File: src/rtl/non_fast_pattern_match_extractor.sv
// Serialises zero bits of each shift-or beat into (byte offset, bucket) match records plus an eop marker.
// First record 1 cycle after accept, then 1/cycle; output register holds under backpressure and in_ready drops.
module non_fast_pattern_match_extractor #(
    parameter int DWIDTH = 128,
    parameter int OFFW   = 16
) (
    input  logic              clk,
    input  logic              rst,
    input  logic [DWIDTH-1:0] in_data,
    input  logic              in_valid,
    input  logic              in_sop,
    input  logic              in_eop,
    output logic              in_ready,
    output logic              out_valid,
    input  logic              out_ready,
    output logic              out_match,
    output logic [OFFW-1:0]   out_pos,
    output logic [2:0]        out_bucket,
    output logic              out_eop
);

    localparam int BYTES = DWIDTH / 8;
    localparam int IW    = $clog2(DWIDTH);

    typedef enum logic {IDLE, SCAN} state_t;

    state_t            r_state;
    state_t            w_state_nxt;
    logic [DWIDTH-1:0] r_pending;
    logic [OFFW-1:0]   r_base;
    logic              r_eop_l;
    logic              r_started;

    logic              w_slot_free;
    logic              w_accept;
    logic              w_emit;
    logic [IW-1:0]     w_idx;
    logic [DWIDTH-1:0] w_pend_clr;

    assign w_slot_free = !out_valid || out_ready;
    assign in_ready    = (r_state == IDLE) && w_slot_free;
    assign w_accept    = in_valid && in_ready;
    // Clearing the lowest set bit also tells us whether this is the final record.
    assign w_pend_clr  = r_pending & (r_pending - 1'b1);

    always_comb begin
        w_idx = '0;
        for (int i = DWIDTH - 1; i >= 0; i--) begin
            if (r_pending[i]) w_idx = IW'(i);
        end
    end

    always_comb begin
        w_state_nxt = r_state;
        w_emit      = 1'b0;
        case (r_state)
            IDLE: begin
                if (w_accept && (((~in_data) != '0) || in_eop)) w_state_nxt = SCAN;
            end
            SCAN: begin
                if (w_slot_free) begin
                    w_emit = 1'b1;
                    if (w_pend_clr == '0) w_state_nxt = IDLE;
                end
            end
            default: w_state_nxt = IDLE;
        endcase
    end

    always_ff @(posedge clk or negedge rst) begin
        if (!rst) r_state <= IDLE;
        else      r_state <= w_state_nxt;
    end

    always_ff @(posedge clk or negedge rst) begin
        if (!rst) begin
            r_pending  <= '0;
            r_base     <= '0;
            r_eop_l    <= 1'b0;
            r_started  <= 1'b0;
            out_valid  <= 1'b0;
            out_match  <= 1'b0;
            out_pos    <= '0;
            out_bucket <= '0;
            out_eop    <= 1'b0;
        end else begin
            if (w_accept) begin
                r_pending <= ~in_data;
                r_eop_l   <= in_eop;
                r_started <= 1'b1;
                // A beat with no sop straight after reset is treated as starting at offset 0.
                r_base    <= (in_sop || !r_started) ? '0 : r_base + OFFW'(BYTES);
            end else if (w_emit) begin
                r_pending <= w_pend_clr;
            end

            if (w_emit) begin
                out_valid <= 1'b1;
                if (r_pending != '0) begin
                    out_match  <= 1'b1;
                    out_pos    <= r_base + OFFW'(w_idx >> 3);
                    out_bucket <= w_idx[2:0];
                    out_eop    <= r_eop_l && (w_pend_clr == '0);
                end else begin
                    out_match  <= 1'b0;
                    out_pos    <= r_base;
                    out_bucket <= '0;
                    out_eop    <= 1'b1;
                end
            end else if (out_ready) begin
                out_valid <= 1'b0;
            end
        end
    end

endmodule

File: config.mk
export PLATFORM = sky130hd
export DESIGN_NAME = non_fast_pattern_match_extractor
export DESIGN_NICKNAME = d
export VERILOG_FILES = /design/src/rtl/non_fast_pattern_match_extractor.sv
export SDC_FILE = /design/constraint.sdc
export NUM_CORES = 1
export LEC_CHECK = 0
export CAP_MARGIN = 30
export CORE_AREA = 2 2 167 153
export CTS_BUF_LIST = sky130_fd_sc_hd__clkbuf_2
export CTS_CLUSTER_DIAMETER = 120
export DETAILED_ROUTE_END_ITERATION = 10
export DIE_AREA = 0 0 169 155
export HOLD_SLACK_MARGIN = 0.08
export PLACE_DENSITY_LB_ADDON = 0.3
export SYNTH_ARGS = -nofsm -noshare
export SYNTH_HDL_FRONTEND = slang
export SYNTH_SLANG_ARGS = --single-unit
File: constraint.sdc
create_clock -name clk -period 4.4 [get_ports clk]
set_clock_uncertainty 0.15 [all_clocks]
set_input_delay 0.88 -clock clk [delete_from_list [all_inputs] [get_ports clk]]
set_output_delay 0.88 -clock clk [all_outputs]
set_load 0.01 [all_outputs]
==> results.toml, run 1 <==
[run_status]
outcome = "complete, no violations"

[clock_tree]
cts_buffer_depth = 2
post_cts_buffers = 0
cts_tree = "built"
root_buffer = "clkbuf_2"
cts.clk_slew.worst_paths_ns = 0.31
clk_latency_ns = 0.83
cts_sinks = 165
h-tree-depth = 4
numCtsBuffers = 17

[logic_synthesis]
synth_top_area_share_pct = 37.94
ys_types = 76
syn-num-nets = 1545
synth_area_um2 = 10880
postSynthCellCount = 1409
ys_seq_area_share_pct = 37.94
ys_warn_count = 0
syn_area_per_cell_um2 = 7.723
ys.flop_type = "dfrtp_1"
async_reset_ff_share_pct = 100.0
yosysTopAreaCell = "dfrtp_1"
yosys-top-cells-area = "dfrtp_1 38%, o21ai_0 13%, nor2_1 5.7%, a21oi_1 4.8%, nand4_1 3.3%"
synth-edff-count = 0
ys_seq_elements = 165

[setup_path]
crit_type = "reg -> reg"
cp.required_ns = 4.96
worst-path-max-fanout = 10
critPathLaunchType = "register"
crit_arrival_ns = 4.79
endpoint_kind = "register"

[timing]
finalCriticalPeriod_ns = 4.238
rsz0062_at_grt = "false"
hold_ws_ns = 0.3571
drv_slew = 0
hold_viol_final = 0
relSlewSlack_pct = 37.39
post-route-period-util_pct = 96.32
max_freq_ghz = 0.2359
setup_viol = 0
fin_ws_ns = 0.1618
tightest_slew_ns = 0.9392

[drt]
drt_iter0_markers = 1457
wl_met2_um = 19620
wirelength_um = 46850
dr_wl_met3_um = 4927
routedWlPerCell_um = 24.31
met1_length_um = 20600
drc = 0
vias = 12650
dr.max_layer_used = "met4"
first_pass_iters = 7
antenna_left = 0
viasPerCell = 6.563

[layout]
stdcell_count = 1927
num-nets-final = 1736
final_area_um2 = 13660
drive_above_1_share_pct = 11.22
area_growth_pct = 25.56
postLayoutCoreUtil_pct = 55.46

[floorplanning]
core_um2 = 24640
dieArea_um2 = 26200
ios = 157
die-height_um = 155
start_util_pct = 44.17
die_x_um = 169
fp-row-count = 55

[pwr]
p_per_area_nw_per_um2 = 423.2
irDropWorstVdd_mv = 0.2318
p_leak_nw = 5.540

[place]
hpwl_um = 35880
io_buffers = 156
place_ws_ns = -0.5872
dp_cells = 1893
gp_congestion = 1.034
placedInstanceArea_um2 = 13310

[global_route]
antenna_found_initial = 1
grt_overflow = 0
grt_max_degree = 80
grt_pass1_wl_um = 71740
grt_usage_pct = 35.69
grt_pass1_vias = 12010

[hold_path]
min_path_type = "reg -> reg"

[run]
cap_violations = 0
path summary, 6_finish.rpt:
path                                from        endpoint  slack, ns  cells past startpoint
min reg2reg                    r_started       r_started       0.36                      1
min                            r_started       r_started       0.36                      1
max in group asynchronous            rst       r_base[6]       2.65                      3
min in group asynchronous            rst  r_pending[102]       0.46                      2
max reg2reg                r_pending[42]         r_state       0.16                     11
max                        r_pending[42]         r_state       0.16                     11
flip-flops by register name, summed over array words and instances (netlist names):
register / count
r_pending: 128
out_pos: 16
out_match: 1
out_valid: 1
r_started: 1
r_base: 12
r_eop_l: 1
r_state: 1
out_bucket: 3
out_eop: 1
cells in the final DEF, fill, tap and decap left out, types with 6 or more instances in the layout:
cell type | netlist | layout
inv_1 | 49 | 49
o31ai_1 | 18 | 18
or2_2 | 12 | 12
o21ai_0 | 277 | 276
nand4_1 | 58 | 58
o2111ai_1 | 8 | 7
nor3_1 | 41 | 41
nor2_1 | 166 | 166
clkdlybuf4s50_1 | 0 | 155
o22ai_1 | 25 | 25
o21bai_1 | 6 | 6
o41ai_1 | 10 | 9
nor4_1 | 57 | 55
or3_1 | 12 | 12
o31a_1 | 6 | 6
clkbuf_2 | 0 | 17
a31oi_1 | 20 | 20
nand3_1 | 28 | 28
and3_1 | 17 | 17
a21oi_1 | 105 | 105
buf_4 | 2 | 104
dfrtp_1 | 165 | 165
or4_1 | 25 | 25
a21boi_0 | 7 | 7
nor2b_1 | 9 | 9
o21a_1 | 7 | 7
nand2_1 | 78 | 76
final cells by class:
| class | count | area (µm²) |
|---|---|---|
| fillers | 2391 | 10970 |
| multi-input cells | 1104 | 6302 |
| flip-flops and latches | 165 | 4129 |
| repair buffers | 263 | 2379 |
| well taps | 313 | 391.6 |
| clock inverters | 15 | 190.2 |
| inverters | 49 | 183.9 |
| clock buffers | 17 | 85.08 |
| diodes | 1 | 2.502 |
critical path, cell delays in order (launching register included):
cell       delay [ns]
dfrtp_1          0.54
or4_1            0.69
nor4_4           0.28
buf_4            0.24
nand4_1          0.24
nand2b_1         0.32
a2111oi_4        0.48
o2111ai_2        0.27
nor4_2           0.41
buf_4            0.17
and4_1           0.21
a31oi_1          0.10
logic make-up after synthesis:
family / Yosys count / synth area share (%)
compound gates: 555 / 30.03
xor+xnor: 7 / 0.5634
fa+ha+maj: 4 / 0.4139
buf+inv: 140 / 5.013
flops: 165 / 37.94
mux: 1 / 0.1035
other cells: 1 / 0.03446
simple gates: 536 / 25.89
stage by stage:
step	power, mW	setup TNS [ns]
finish	5.783	0
global route	6.092	0
CTS	5.698	0
detailed placement	4.709	-1.136
global placement	4.731	-1.171
floorplan	3.468	0
cell usage after synthesis (28+ instances only):
cell type,instances
nand4_1,58
nor3_1,41
o21ai_0,277
dfrtp_1,165
nand2_1,78
a21oi_1,105
inv_1,49
nor4_1,57
nand3_1,28
nor2_1,166
clkbuf_1,77
metal layers:
| layer | up-vias | track usage, % |
|---|---|---|
| met2 | 717 | 51.13 |
| li1 | 5720 | - |
| met5 | - | 0 |
| met4 | 0 | 13.35 |
| met3 | 77 | 7.962 |
| met1 | 6133 | 52.52 |
where the power goes:
part           leakage, nW  switching (mW)  total (mW)  internal (mW)
combinational         3.17            1.66        2.77           1.10
clock                0.163           0.670       0.962          0.293
sequential            2.21           0.332        2.05           1.72
total                 5.54            2.66        5.78           3.12
timing repair:
action,CTS,global route
endpoints found under the hold margin,77,0
setup endpoints to repair,2,2
pin swaps,0,1
gates resized for setup,5,8
hold buffers,1,0
Note: power is estimated with default switching activity, not from simulation.
==> run 2, diff against run 1 <==
CELL_PAD_IN_SITES_DETAIL_PLACEMENT = 0   (was not set)
CELL_PAD_IN_SITES_GLOBAL_PLACEMENT = 1   (was not set)
CORE_AREA = 2 2 147 185   (was 2 2 167 153)
DIE_AREA = 0 0 149 187   (was 0 0 169 155)
MAX_ROUTING_LAYER = met4   (was not set)
==> run 2 against run 1 <==
Design area down 1.0%. Sequential cell count stayed put. Power is 2.4% lower. Setup slack got worse by 0.058 ns. Critical path depth stayed put. Clock power is 8.7% lower. Highest routed layer unchanged.
==> results.toml, run 2 (synthesis results as in run 1) <==
[run_status]
outcome = "complete, no violations"

[drt]
drc = 0
wirelength_um = 47680
drt_iter0_markers = 1139
first_pass_iters = 9
vias = 12450
antenna_left = 0
viasPerCell = 6.404
routedWlPerCell_um = 24.53

[setup_path]
crit_path_start = "r_pending[35]"
worst-path-max-fanout = 10
reg2reg_to = "out_eop"
regToRegStartpoint = "r_pending[35]"
r2r_cells = 11
crit_type = "reg -> reg"
critPathLaunchType = "register"
cp.required_ns = 5.06
cp-endpoint = "out_eop"
crit_arrival_ns = 4.96
endpoint_kind = "register"
reg2reg_slack_ns = 0.10

[place]
hpwl_um = 36530
place_ws_ns = -0.2699
placedInstanceArea_um2 = 13230
io_buffers = 156
gp_congestion = 1.039

[floorplanning]
ios = 157
die_x_um = 149
fp-row-count = 67
dieArea_um2 = 27860
start_util_pct = 41.34
core_um2 = 26320
die-height_um = 187

[layout]
regMostFlops = "r_pending"
largest_reg_flops = 128
drive_above_1_share_pct = 9.969
area_growth_pct = 24.31
top_regs = "r_pending x128, out_pos x16, r_base x12"
final_common_cell = "o21ai_0"
layout_common_cells = "276 x o21ai_0, 166 x nor2_1, 165 x dfrtp_1"
num-nets-final = 1718
final_area_um2 = 13530

[clock_tree]
h-tree-depth = 4
cts_buffer_depth = 2
root_buffer = "clkbuf_2"
cts_tree = "built"
cts.clk_slew.worst_paths_ns = 0.27
numCtsBuffers = 17
cts_sinks = 165
clk_latency_ns = 0.86

[pwr]
p_leak_nw = 5.451
p_per_area_nw_per_um2 = 417.3
intPower_mw = 3.018
combPwrFrac_pct = 47.6
pwr-share-seq_pct = 36.9
clkPwrFrac_pct = 15.6
irDropWorstVdd_mv = 0.1557
power_switching_share_pct = 46.52
total_power_mw = 5.644
netSwitchingPower_mw = 2.626

[timing]
drv_slew = 0
rsz0062_at_grt = "false"
finalCriticalPeriod_ns = 4.297
setup_viol = 0
relSlewSlack_pct = 28.60
tightest_slew_ns = 1.061
fin_ws_ns = 0.1034
hold_viol_final = 0
max_freq_ghz = 0.2327
post-route-period-util_pct = 97.65

[global_route]
grt_max_degree = 126
antenna_found_initial = 2
grt_overflow = 0
grt_pass1_vias = 12020
grt_usage_pct = 35.29
grt_pass1_wl_um = 72970

[run]
cap_violations = 0

[hold_path]
min_path_type = "reg -> reg"
==> run 2: changes by cell type in the layout (fill, tap and decap cells not counted), sizes merged <==
cell and delta:
buf -18, clkbuf +2, bufinv -1, diode +3, clkinvlp -1
==> run 2: timing repair <==
action,4_1_cts,5_1_grt
pin swaps,0,1
endpoints found under the hold margin,76,0
setup buffers,0,3
gates resized for setup,2,2
setup endpoints to repair,2,2
hold buffers,1,0
==> run 2: power groups by stage <==
| stage | sequential, mW | combinational [mW] | clock [mW] |
|---|---|---|---|
| 4_1_cts | 2.06 | 2.63 | 0.896 |
| 3_5_place_dp | 2.08 | 2.62 | 0 |
| 2_1_floorplan | 1.95 | 1.51 | 0 |
| 3_3_place_gp | 2.08 | 2.63 | 0 |
| 5_1_grt | 2.11 | 2.89 | 0.959 |
| 6_report | 2.08 | 2.68 | 0.878 |
==> run 2: per-stage QoR <==
step | utilization, % | cells | hold WS (ns) | TNS [ns]
6_report | 51.39 | 1944 | 0.3598 | 0
2_1_floorplan | - | 1409 | 0.2858 | 0
4_1_cts | 51.23 | 1937 | 0.3623 | 0
5_1_grt | 51.38 | 1943 | 0.3682 | 0
3_3_place_gp | 50.23 | 1903 | 0.3007 | -0.5066
3_5_place_dp | 50.27 | 1904 | 0.3034 | -0.5232
==> run 2: critical path, stage by stage (launching register included) <==
cell and delay (ns):
dfrtp_1 0.49, or4_1 0.68, nor2_1 0.39, nand3_1 0.37, buf_4 0.30, o21a_1 0.22, a2111oi_0 0.46, buf_4 0.21
o2111ai_1 0.18, nor4_1 0.37, and4_1 0.28, a31o_1 0.16
==> run 2: layout make-up <==
type / count / area (µm²)
Inverter: 49 / 183.9
Antenna cell: 4 / 10.01
Clock buffer: 19 / 95.09
Multi-Input combinational cell: 1104 / 6248
Clock inverter: 13 / 141.4
Sequential cell: 165 / 4129
Tap cell: 345 / 431.7
Fill cell: 2668 / 12800
Timing Repair Buffer: 245 / 2287
==> run 2: how the worst min path moves through the flow <==
stage | from | end | slack [ns] | cells past startpoint
2_1_floorplan | r_started | r_started | 0.29 | 1
3_3_place_gp | r_started | r_started | 0.30 | 1
3_5_place_dp | r_started | r_started | 0.30 | 1
4_1_cts | r_started | r_started | 0.36 | 1
5_1_grt | in_data[15] | r_pending[15] | 0.37 | 2
6_report | r_started | r_started | 0.36 | 1
==> run 2: metal layers <==
metal	part of all wire, %	vias up	track usage, %
li1	-	5697	-
met2	47	577	55.62
met1	41	6060	44.72
met5	0	-	-
met3	6.3	116	4.659
met4	5.2	0	17.03
==> run 3, diff against run 2 <==
CORE_AREA = 2 2 157 197   (was 2 2 147 185)
CTS_BUF_LIST = not set   (was sky130_fd_sc_hd__clkbuf_2)
DIE_AREA = 0 0 159 199   (was 0 0 149 187)
clock period = 3.6 ns   (was 4.4 ns; I/O delays follow)
==> run 3 against run 2 <==
The flow now finishes with violations (negative setup slack). Combinational power increased by 59%. Maximum frequency increased by 17%. Sequential cell count unchanged. Via count increased by 4.5%. Register-to-register slack got worse by 0.16 ns. Clock-buffer cell count decreased by 2. Sequential share of layout area decreased by 4.2 points. Critical path depth unchanged. First-iteration DRC count decreased by 7.7%. Die area increased by 14%. Non-clock buffer count increased by 195. Largest cell class unchanged.
==> results.toml, run 3 (synthesis results as in run 1) <==
[global_route]
top_usage_layer = "met2"
grt_usage_pct = 32.97
grtUsageMet2_pct = 56.47
grt_pass1_vias = 12980
met3_usage_pct = 4.295
antenna_found_initial = 0
grt_pass1_wl_um = 77640
met1_usage_pct = 38.80
grt_max_degree = 95
grt_overflow = 0

[pwr]
irDropWorstVdd_mv = 0.2995
total_power_mw = 8.589
p_per_area_nw_per_um2 = 547.7
p_leak_nw = 6.623

[setup_path]
regToRegStartpoint = "r_pending[23]"
worst-path-max-fanout = 10
crit_path_start = "r_pending[23]"
cp.required_ns = 3.79
crit_type = "reg -> reg"
crit_arrival_ns = 3.84
endpoint_kind = "register"
critPathLaunchType = "register"

[drt]
first_pass_iters = 6
drc = 0
viasPerCell = 5.936
antenna_left = 0
vias = 13010
routedWlPerCell_um = 23.27
drt_iter0_markers = 1051
wirelength_um = 50990

[floorplanning]
die_x_um = 159
core_um2 = 29850
fp-row-count = 71
start_util_pct = 36.46
ios = 157
die-height_um = 199
dieArea_um2 = 31640

[layout]
num_antenna_cells = 0
area_growth_pct = 44.12
drive_above_1_share_pct = 21.84
top_regs = "r_pending x128, out_pos x16, r_base x12"
final_area_um2 = 15680
layout_common_cells = "277 x buf_4, 275 x o21ai_0, 165 x dfrtp_1"
largest_reg_flops = 128
num-nets-final = 1913
final_common_cell = "buf_4"
postLayoutCoreUtil_pct = 52.54
regMostFlops = "r_pending"

[place]
gp_congestion = 1.046
io_buffers = 156
placedInstanceArea_um2 = 14750
hpwl_um = 40000

[clock_tree]
cts_buffer_depth = 2
cts_tree = "built"
cts.clk_slew.worst_paths_ns = 0.08
clk_latency_ns = 0.46
h-tree-depth = 4
cts_sinks = 165
numCtsBuffers = 17
root_buffer = "clkbuf_16"
holdBufCountCts = 0

[timing]
rsz0062_at_grt = "true"
max_freq_ghz = 0.2733
drv_slew = 0
finalCriticalPeriod_ns = 3.658
relSlewSlack_pct = 36.93
tightest_slew_ns = 0.9425
hold_ws_ns = 0.1041
fin_ws_ns = -0.05848
post-route-period-util_pct = 101.6
setup_viol = 2
tns_ns = -0.1169
hold_viol_final = 0

[run_status]
outcome = "complete, but fails checks"
violations = "negative setup slack"

[hold_path]
min_path_type = "in -> async"

[run]
cap_violations = 0
-- run 3: changes by cell type in the layout (fill, tap and decap cells not counted), sizes merged --
cell / before / now
buf: 89 / 285
clkbuf: 19 / 17
clkinv: 5 / 4
clkinvlp: 0 / 1
diode: 4 / 0
dlygate4sd3: 1 / 0
inv: 56 / 58
-- run 3: power by group --
| part | total (mW) | switching, mW | internal [mW] | leakage [nW] |
|---|---|---|---|---|
| registers | 2.38 | 0.270 | 2.11 | 2.21 |
| clock network | 1.95 | 0.944 | 1.00 | 0.296 |
| logic | 4.27 | 2.38 | 1.89 | 4.12 |
-- run 3: layout make-up --
class                      instances  area (µm²)
clock buffer                      17       425.4
clock inverter                    15       181.4
fill                            3045       14170
inverter                          49       183.9
multi-input combinational       1104        6496
sequential                       165        4129
tap                              401       501.7
timing repair buffer             440        3765
-- run 3: path summary, 6_finish.rpt --
kind | to | slack, ns | cells past startpoint
setup reg to reg | r_state | -0.06 | 11
setup / recovery | r_state | -0.06 | 11
max in group asynchronous | r_pending[44] | 2.42 | 2
hold / removal | r_pending[103] | 0.10 | 1
hold reg to reg | r_started | 0.32 | 1
min in group clk | r_started | 0.32 | 1
-- run 3: metrics by stage --
step	setup WS (ns)	cells
4_1_cts	-0.02094	2190
3_3_place_gp	-0.6288	2151
6_report	-0.05848	2191
2_1_floorplan	0.005117	1409
5_1_grt	-0.1690	2191
3_5_place_dp	-0.6607	2151
-- run 3: worst max-delay path: stages, from the launching register on --
cell	delay, ns
dfrtp_1	0.37
or4_1	0.65
nor2_2	0.26
nand4_1	0.20
buf_4	0.23
nand2b_1	0.20
a2111oi_2	0.39
buf_4	0.18
o2111ai_1	0.20
nor4_2	0.32
and4_1	0.29
a31oi_1	0.10
-- run 3: what timing repair did --
| item | CTS | global route |
|---|---|---|
| endpoints found under the hold margin | 0 | 0 |
| gates resized for setup | 38 | 17 |
| setup buffers | 7 | 1 |
| endpoints found under the setup margin | 2 | 2 |
| pin swaps | 23 | 4 |
-- run 3: per-layer routing --
metal	up-vias	wire [µm]
li1	6089	-
met1	6351	20970
met2	467	25260
met3	98	2329
met4	0	2438
met5	-	0
